`config.mk`:
```
export PLATFORM = sky130hd
export DESIGN_NAME = text_ram_arbiter
export DESIGN_NICKNAME = d
export VERILOG_FILES = /design/src/rtl/text_ram_arbiter.sv
export SDC_FILE = /design/constraint.sdc
export NUM_CORES = 1
export LEC_CHECK = 0
export CAP_MARGIN = 20
export CORE_MARGIN = 1
export CORE_UTILIZATION = 46
export DETAILED_ROUTE_END_ITERATION = 7
export PLACE_DENSITY = 0.8
export SYNTH_ARGS = -nofsm -noshare
export SYNTH_HDL_FRONTEND = slang
export SYNTH_SLANG_ARGS = --single-unit
```
`constraint.sdc`:
```
create_clock -name clk -period 2.2 [get_ports clk]
set_input_delay 0.44 -clock clk [delete_from_list [all_inputs] [get_ports clk]]
set_output_delay 0.44 -clock clk [all_outputs]
set_load 0.05 [all_outputs]
```
`src/rtl/text_ram_arbiter.sv`:
```
// Shares one single-port synchronous text RAM between a video fetcher (strict priority,
// fixed 1-cycle read latency) and a host port buffered through a one-entry request slot.
module text_ram_arbiter #(
  parameter int unsigned D       = 10,
  parameter int unsigned W       = 8,
  parameter int unsigned MAXWAIT = 64
) (
  input  logic         clk,
  input  logic         reset_n,
  input  logic         vid_req,
  input  logic [D-1:0] vid_addr,
  output logic [W-1:0] vid_data,
  output logic         vid_valid,
  input  logic         host_valid,
  output logic         host_ready,
  input  logic         host_we,
  input  logic [D-1:0] host_addr,
  input  logic [W-1:0] host_wdata,
  output logic [W-1:0] host_rdata,
  output logic         host_rvalid,
  output logic         host_wdone,
  output logic         host_starved,
  input  logic         starve_clr,
  output logic [D-1:0] ram_addr,
  output logic [W-1:0] ram_din,
  output logic         ram_we,
  input  logic [W-1:0] ram_dout
);

  localparam int unsigned CW = 16;

  typedef enum logic {EMPTY, PENDING} buf_state_t;
  typedef enum logic [1:0] {OWN_NONE, OWN_VID, OWN_HOSTRD, OWN_HOSTWR} owner_t;

  buf_state_t     state, state_nxt;
  owner_t         owner, owner_nxt;
  logic           buf_we;
  logic [D-1:0]   buf_addr;
  logic [W-1:0]   buf_wdata;
  logic [D-1:0]   addr_hold;
  logic [W-1:0]   din_hold;
  logic [CW-1:0]  wait_cnt, wait_cnt_nxt;
  logic           starved_q, starved_nxt;
  logic           accept_c, issue_c, starve_set_c;

  // Grant, buffer next-state, wait counter and starvation flag
  always_comb begin
    state_nxt    = state;
    owner_nxt    = OWN_NONE;
    ram_addr     = addr_hold;
    ram_din      = din_hold;
    ram_we       = 1'b0;
    accept_c     = (state == EMPTY) && host_valid;
    issue_c      = 1'b0;
    wait_cnt_nxt = wait_cnt;
    starve_set_c = 1'b0;
    starved_nxt  = starved_q;

    if (vid_req) begin
      ram_addr  = vid_addr;
      owner_nxt = OWN_VID;
    end else if (state == PENDING) begin
      ram_addr  = buf_addr;
      ram_din   = buf_wdata;
      ram_we    = buf_we;
      issue_c   = 1'b1;
      owner_nxt = buf_we ? OWN_HOSTWR : OWN_HOSTRD;
    end

    case (state)
      EMPTY: begin
        wait_cnt_nxt = '0;
        if (accept_c) state_nxt = PENDING;
      end
      PENDING: begin
        if (issue_c) begin
          state_nxt    = EMPTY;
          wait_cnt_nxt = '0;
        end else begin
          if (wait_cnt < CW'(MAXWAIT)) wait_cnt_nxt = wait_cnt + CW'(1);
          // Losing this cycle makes the count reach MAXWAIT (or it is already there)
          starve_set_c = (wait_cnt >= CW'(MAXWAIT - 1));
        end
      end
      default: state_nxt = EMPTY;
    endcase

    if (starve_set_c)    starved_nxt = 1'b1;
    else if (starve_clr) starved_nxt = 1'b0;
  end

  always_ff @(posedge clk or negedge reset_n) begin
    if (!reset_n) begin
      state     <= EMPTY;
      owner     <= OWN_NONE;
      wait_cnt  <= '0;
      starved_q <= 1'b0;
      addr_hold <= '0;
      din_hold  <= '0;
    end else begin
      state     <= state_nxt;
      owner     <= owner_nxt;
      wait_cnt  <= wait_cnt_nxt;
      starved_q <= starved_nxt;
      addr_hold <= ram_addr;
      din_hold  <= ram_din;
    end
  end

  // One-entry host request buffer
  always_ff @(posedge clk or negedge reset_n) begin
    if (!reset_n) begin
      buf_we    <= 1'b0;
      buf_addr  <= '0;
      buf_wdata <= '0;
    end else if (accept_c) begin
      buf_we    <= host_we;
      buf_addr  <= host_addr;
      buf_wdata <= host_wdata;
    end
  end

  assign host_ready   = (state == EMPTY);
  assign vid_valid    = (owner == OWN_VID);
  assign host_rvalid  = (owner == OWN_HOSTRD);
  assign host_wdone   = (owner == OWN_HOSTWR);
  assign host_starved = starved_q;
  assign vid_data     = ram_dout;
  assign host_rdata   = ram_dout;

endmodule

```
==> results.yml <==
sta:
  max_freq_mhz: 462
  period_needed_ns: 2.16
  max_slew_margin: 0.653
  finalSetupViolCount: 0
  finClkSkew_ns: 0.00785
  hold_viol_final: 0
  hold_ws_ns: 0.0897
  tns_ns: 0
  fin_crit_sh: 0.984
  rsz0062_at_grt: "true"
  slew_viol_final: 0
  worstMarginPinSlew_ns: 0.519
setup_path:
  crit_path_cell_trace: "clkdlybuf4s50_1, nor2_2, buf_4, mux2_2, buf_4"
  required_ns: 1.76
  path_class: "primary input to primary output"
  end_kind: "primary output"
  worstPathArrival_ns: 1.72
  crit_start: "vid_req"
  crit_path_max_fanout: 5
  slowest_delay_ns: 0.46
  critPathMostFrequentCell: "buf_4"
  critical-path-top-delay-family: "buffers and inverters"
  r2r_start: "wait_cnt[10]"
  path_buf_inv: 3
  crit_path_top_delay_cell: "clkdlybuf4s50_1"
  worst_setup_path_start_kind: "primary input"
floorplan:
  start_util: 0.483
  io_pins: 82
  coreArea_mm2: 0.00517
  dieArea_mm2: 0.00573
  row_count: 26
  die_y_um: 75.7
  fp.dieW_um: 75.7
drt:
  wirelength_um: 4770
  vias_per_cell: 5.04
  vias: 1627
  drt_iter0_drc: 87
  ant_nets: 0
  post-route-drc-count: 0
  wl_per_cell_um: 14.8
  drt_pass1_iterations: 4
global_routing:
  grt_antenna_before_repair: 0
  grt_pass1_wl_um: 7460
  overflow: 0
  track_usage: 0.183
  grt_max_degree: 58
  grt_pass1_vias: 1594
synth:
  synth_cell_types: 30
  synthTopCellsByCount: "dfrtp_1, mux2_2, nand2_1"
  syn_inst: 197
  synth.avg_cell_area_um2: 12.7
  synth_top_flop_cell: "dfrtp_1"
  synthArstFlopShare: 1.00
  syn_area_mm2: 0.00250
  synth_top_family_by_area: "multiplexers"
  yosysTopAreaCellShare: 0.571
  synth_area_leader_cell: "dfrtp_1"
  synth_fp_nets: 240
  synth-simple-area-share: 0.135
  seq_area_frac_synth: 0.571
  yosysMostFrequentCell: "dfrtp_1"
  synth_mux_area_frac: 0.186
  yosys-top-cells-area: "dfrtp_1, mux2_2, mux2i_1, buf_4, nand2_1"
  yosys.area_share.adder: 0.00501
  synth_edf_count: 0
  synth_compound_area_frac: 0.0285
  yosysWarnings: 0
  synth_seq_cells: 57
  synth_xor_area_frac: 0
clock_tree:
  cts_root_buf: "clkbuf_8"
  hold_buffers: 0
  cts_sinks: 57
  cts_made_buffers: 9
  clk_latency_ns: 0.33
  postCtsSetupRepairBufs: 0
  htreeDepth: 3
  clock_path_buffers: 2
  ctsResizeCount: 0
  clk_pin_slew_worst_paths_ns: 0.06
  tritoncts: "built"
outcome:
  outcome: "finished, final reports clean"
power_and_ir_drop:
  ir_worst_vdd_uv: 657
  p_int_mw: 2.20
  power.density_mw_per_mm2: 978
  pwr-share-comb: 0.322
  seqPwrFrac: 0.397
  pwr-share-clk: 0.282
  p_leak_nw: 1.54
  switchingPower_mw: 1.07
  switching_share: 0.327
place:
  gp_congestion: 0.742
  dp_hpwl_um: 3190
  port_buffers: 57
  numPlacedInstances: 307
job:
  drv_cap: 0
cells_and_area:
  nFillCells: 389
  fin_nets: 291
  diodes: 0
  drive_above_1_share: 0.320
  area_growth_pct: 33.8
  finalNonFillerCells: 323
worst_hold_path:
  hold_path_class: "primary input to asynchronous set/reset pin"
## cells in the final DEF, fill, tap and decap left out, drive strengths merged, types with 3 or more instances in the layout
cell type	count
dfrtp	57
o21ai	11
and3	10
mux2i	16
clkdlybuf4s50	36
nand2	19
and2	3
mux2	27
nand2b	6
nor4	3
inv	3
nor2b	3
clkbuf	14
buf	30
## cells by family (layout without fill, tap and decap cells)
kind of cell	after synthesis	count (layout)
buffers and inverters	29	85
multiplexers	43	43
flip-flops	57	57
adder cells (fa/ha/maj)	1	1
AO/OA/AOI/OAI	13	13
AND/OR/NAND/NOR	54	54
## power groups by stage
stage / clock (mW) / combinational [mW] / sequential, mW
2_1_floorplan: 0 / 0.744 / 1.29
3_3_place_gp: 0 / 1.04 / 1.30
3_5_place_dp: 0 / 1.06 / 1.31
4_1_cts: 0.939 / 1.06 / 1.30
5_1_grt: 0.997 / 1.10 / 1.31
6_report: 0.921 / 1.05 / 1.30
## area by class of cell
class | count | area [um^2] | area share
Tap cell | 70 | 87.6 | 0.0262
Sequential cell | 57 | 1430 | 0.427
Multi-Input combinational cell | 111 | 888 | 0.266
Timing Repair Buffer | 66 | 737 | 0.220
Clock buffer | 14 | 183 | 0.0546
Clock inverter | 2 | 10.0 | 0.00299
Inverter | 3 | 11.3 | 0.00337
## state kept, by name, indices dropped and copies added, names as in the netlist
name          cells
wait_cnt         16
addr_hold        10
buf_addr         10
buf_wdata         8
din_hold          8
owner             2
buf_we            1
host_starved      1
state             1
## worst paths after layout
check / slack [ns] / cells past startpoint / end
min: 0.09 / 2 / buf_addr[2]
min reg2reg: 0.50 / 1 / din_hold[0]
max reg2reg: 0.47 / 3 / wait_cnt[5]
max in group asynchronous: 1.85 / 2 / din_hold[0]
min in group clk: 0.50 / 1 / din_hold[0]
max: 0.04 / 5 / ram_din[4]
## through the flow
step | worst slack, ns | area [um^2] | total power [mW] | utilization
after floorplan | 0.266 | 2500 | 2.04 | -
after global placement | 0.0743 | 3150 | 2.35 | 0.608
after detailed placement | 0.0686 | 3150 | 2.37 | 0.608
after CTS | 0.0500 | 3340 | 3.30 | 0.646
after global routing | -0.0115 | 3340 | 3.42 | 0.646
final | 0.0362 | 3340 | 3.27 | 0.646
## metal layers
| layer | vias to the layer above | track usage | part of all wire |
|---|---|---|---|
| li1 | 763 | - | - |
| met1 | 803 | 0.230 | 0.43 |
| met2 | 54 | 0.258 | 0.46 |
| met3 | 7 | 0.101 | 0.087 |
| met4 | 0 | 0.0844 | 0.016 |
| met5 | - | 0 | 0 |
(Power assumes the default switching activity.)
==> edit: new RTL, config.mk and constraints unchanged <==
Make the reset (`reset_n`) synchronous in 2 clocked blocks.
--- a/src/rtl/text_ram_arbiter.sv
+++ b/src/rtl/text_ram_arbiter.sv
@@ -89,7 +89,7 @@
     else if (starve_clr) starved_nxt = 1'b0;
   end
 
-  always_ff @(posedge clk or negedge reset_n) begin
+  always_ff @(posedge clk) begin
     if (!reset_n) begin
       state     <= EMPTY;
       owner     <= OWN_NONE;
@@ -108,7 +108,7 @@
   end
 
   // One-entry host request buffer
-  always_ff @(posedge clk or negedge reset_n) begin
+  always_ff @(posedge clk) begin
     if (!reset_n) begin
       buf_we    <= 1'b0;
       buf_addr  <= '0;
Check against the original RTL: differs if reset_n is asserted again (counterexample within 4 cycles, from zero or initial values and one cycle with reset_n low); with reset_n held inactive, the same outputs for 10 cycles.
==> edit against the original RTL <==
Hold slack better by 0.36 ns; sequential cell count unchanged; area after synthesis down 6.2%; worst setup slack better by 0.013 ns; critical path depth unchanged; sequential share of layout area down 6.8 points; cell area down 4.9%; routed wire length up 1.2%; first-iteration DRC count down 34%; die area down 6.0%.
Power is not compared: it rests on default switching activity, and its combinational part moved more than twofold at a synthesized area within 25%.
==> edit: results <==
set metrics [dict create \
    seq_share 0.3591 \
    grt_max_degree 24 \
    post-place-ws_ns 0.01164 \
    synth_xor_area_frac 0.01121 \
    yosys-top-cells-count "dfxtp_1, nand2_1, a21oi_1, and2_1, buf_4" \
    place_inst 366 \
    synth_mux_area_frac 0.08538 \
    grtUsageMet3 0.08368 \
    hp-class "reg -> reg" \
    outcome "finished clean" \
    synth_top_cells_by_area "dfxtp_1, nand2_1, and2_1, buf_4, a21oi_1" \
    n_all_buffers 69 \
    viasPerCell 4.882 \
    drive_gt1_frac 0.1789 \
    placed_area_um2 3008 \
    synth-compound-area-share 0.09178 \
    final_util 0.6597 \
    multi_input_area_um2 1018 \
    synthArstFlopShare 0 \
    clock-skew-final_ns 0.005871 \
    yosysSeqAreaShare 0.4867 \
    grt_use_met1 0.1969 \
    cp_max_fo 10 \
    grtUsageMet2 0.3364 \
    fill_cells 420 \
    final_nets 353 \
    buf_share 0.2394 \
    syn_nets 304 \
    met2_length_um 2531 \
    grt_first_pass_wirelength_um 7596 \
    multi_input_cells 170 \
    place_hpwl_um 3539 \
    synth_area_um2 2345 \
    grtUsageTotal 0.1929 \
    synth_top_family_by_area "simple AND/OR/NAND/NOR gates" \
    yosys.area_share.adder 0.005336 \
    vias 1855 \
    drt_iter0_markers 57 \
]
edit: cell types whose count changed after synthesis, sizes merged, moves of 3 or more:
cell	change
nor2	+10
dfrtp	-57
a21oi	+22
dfxtp	+57
nand2b	-4
mux2	-19
mux2i	-5
clkbuf	+4
nand2	+34
xor2	+3
and2	+17
edit: path summary, 6_finish.rpt:
check	startpoint	endpoint	slack [ns]	depth (start not counted)
worst max register to register	wait_cnt[10]	wait_cnt[3]	0.67	4
worst min register to register	buf_wdata[3]	buf_wdata[3]	0.45	2
worst min-delay path	buf_wdata[3]	buf_wdata[3]	0.45	2
worst max-delay path	vid_req	ram_din[1]	0.05	5
edit: timing repair:
| item | in CTS | in global routing |
|---|---|---|
| resized for setup | 0 | 3 |
| setup endpoints to repair | 0 | 8 |
| hold endpoints to repair | 0 | 0 |
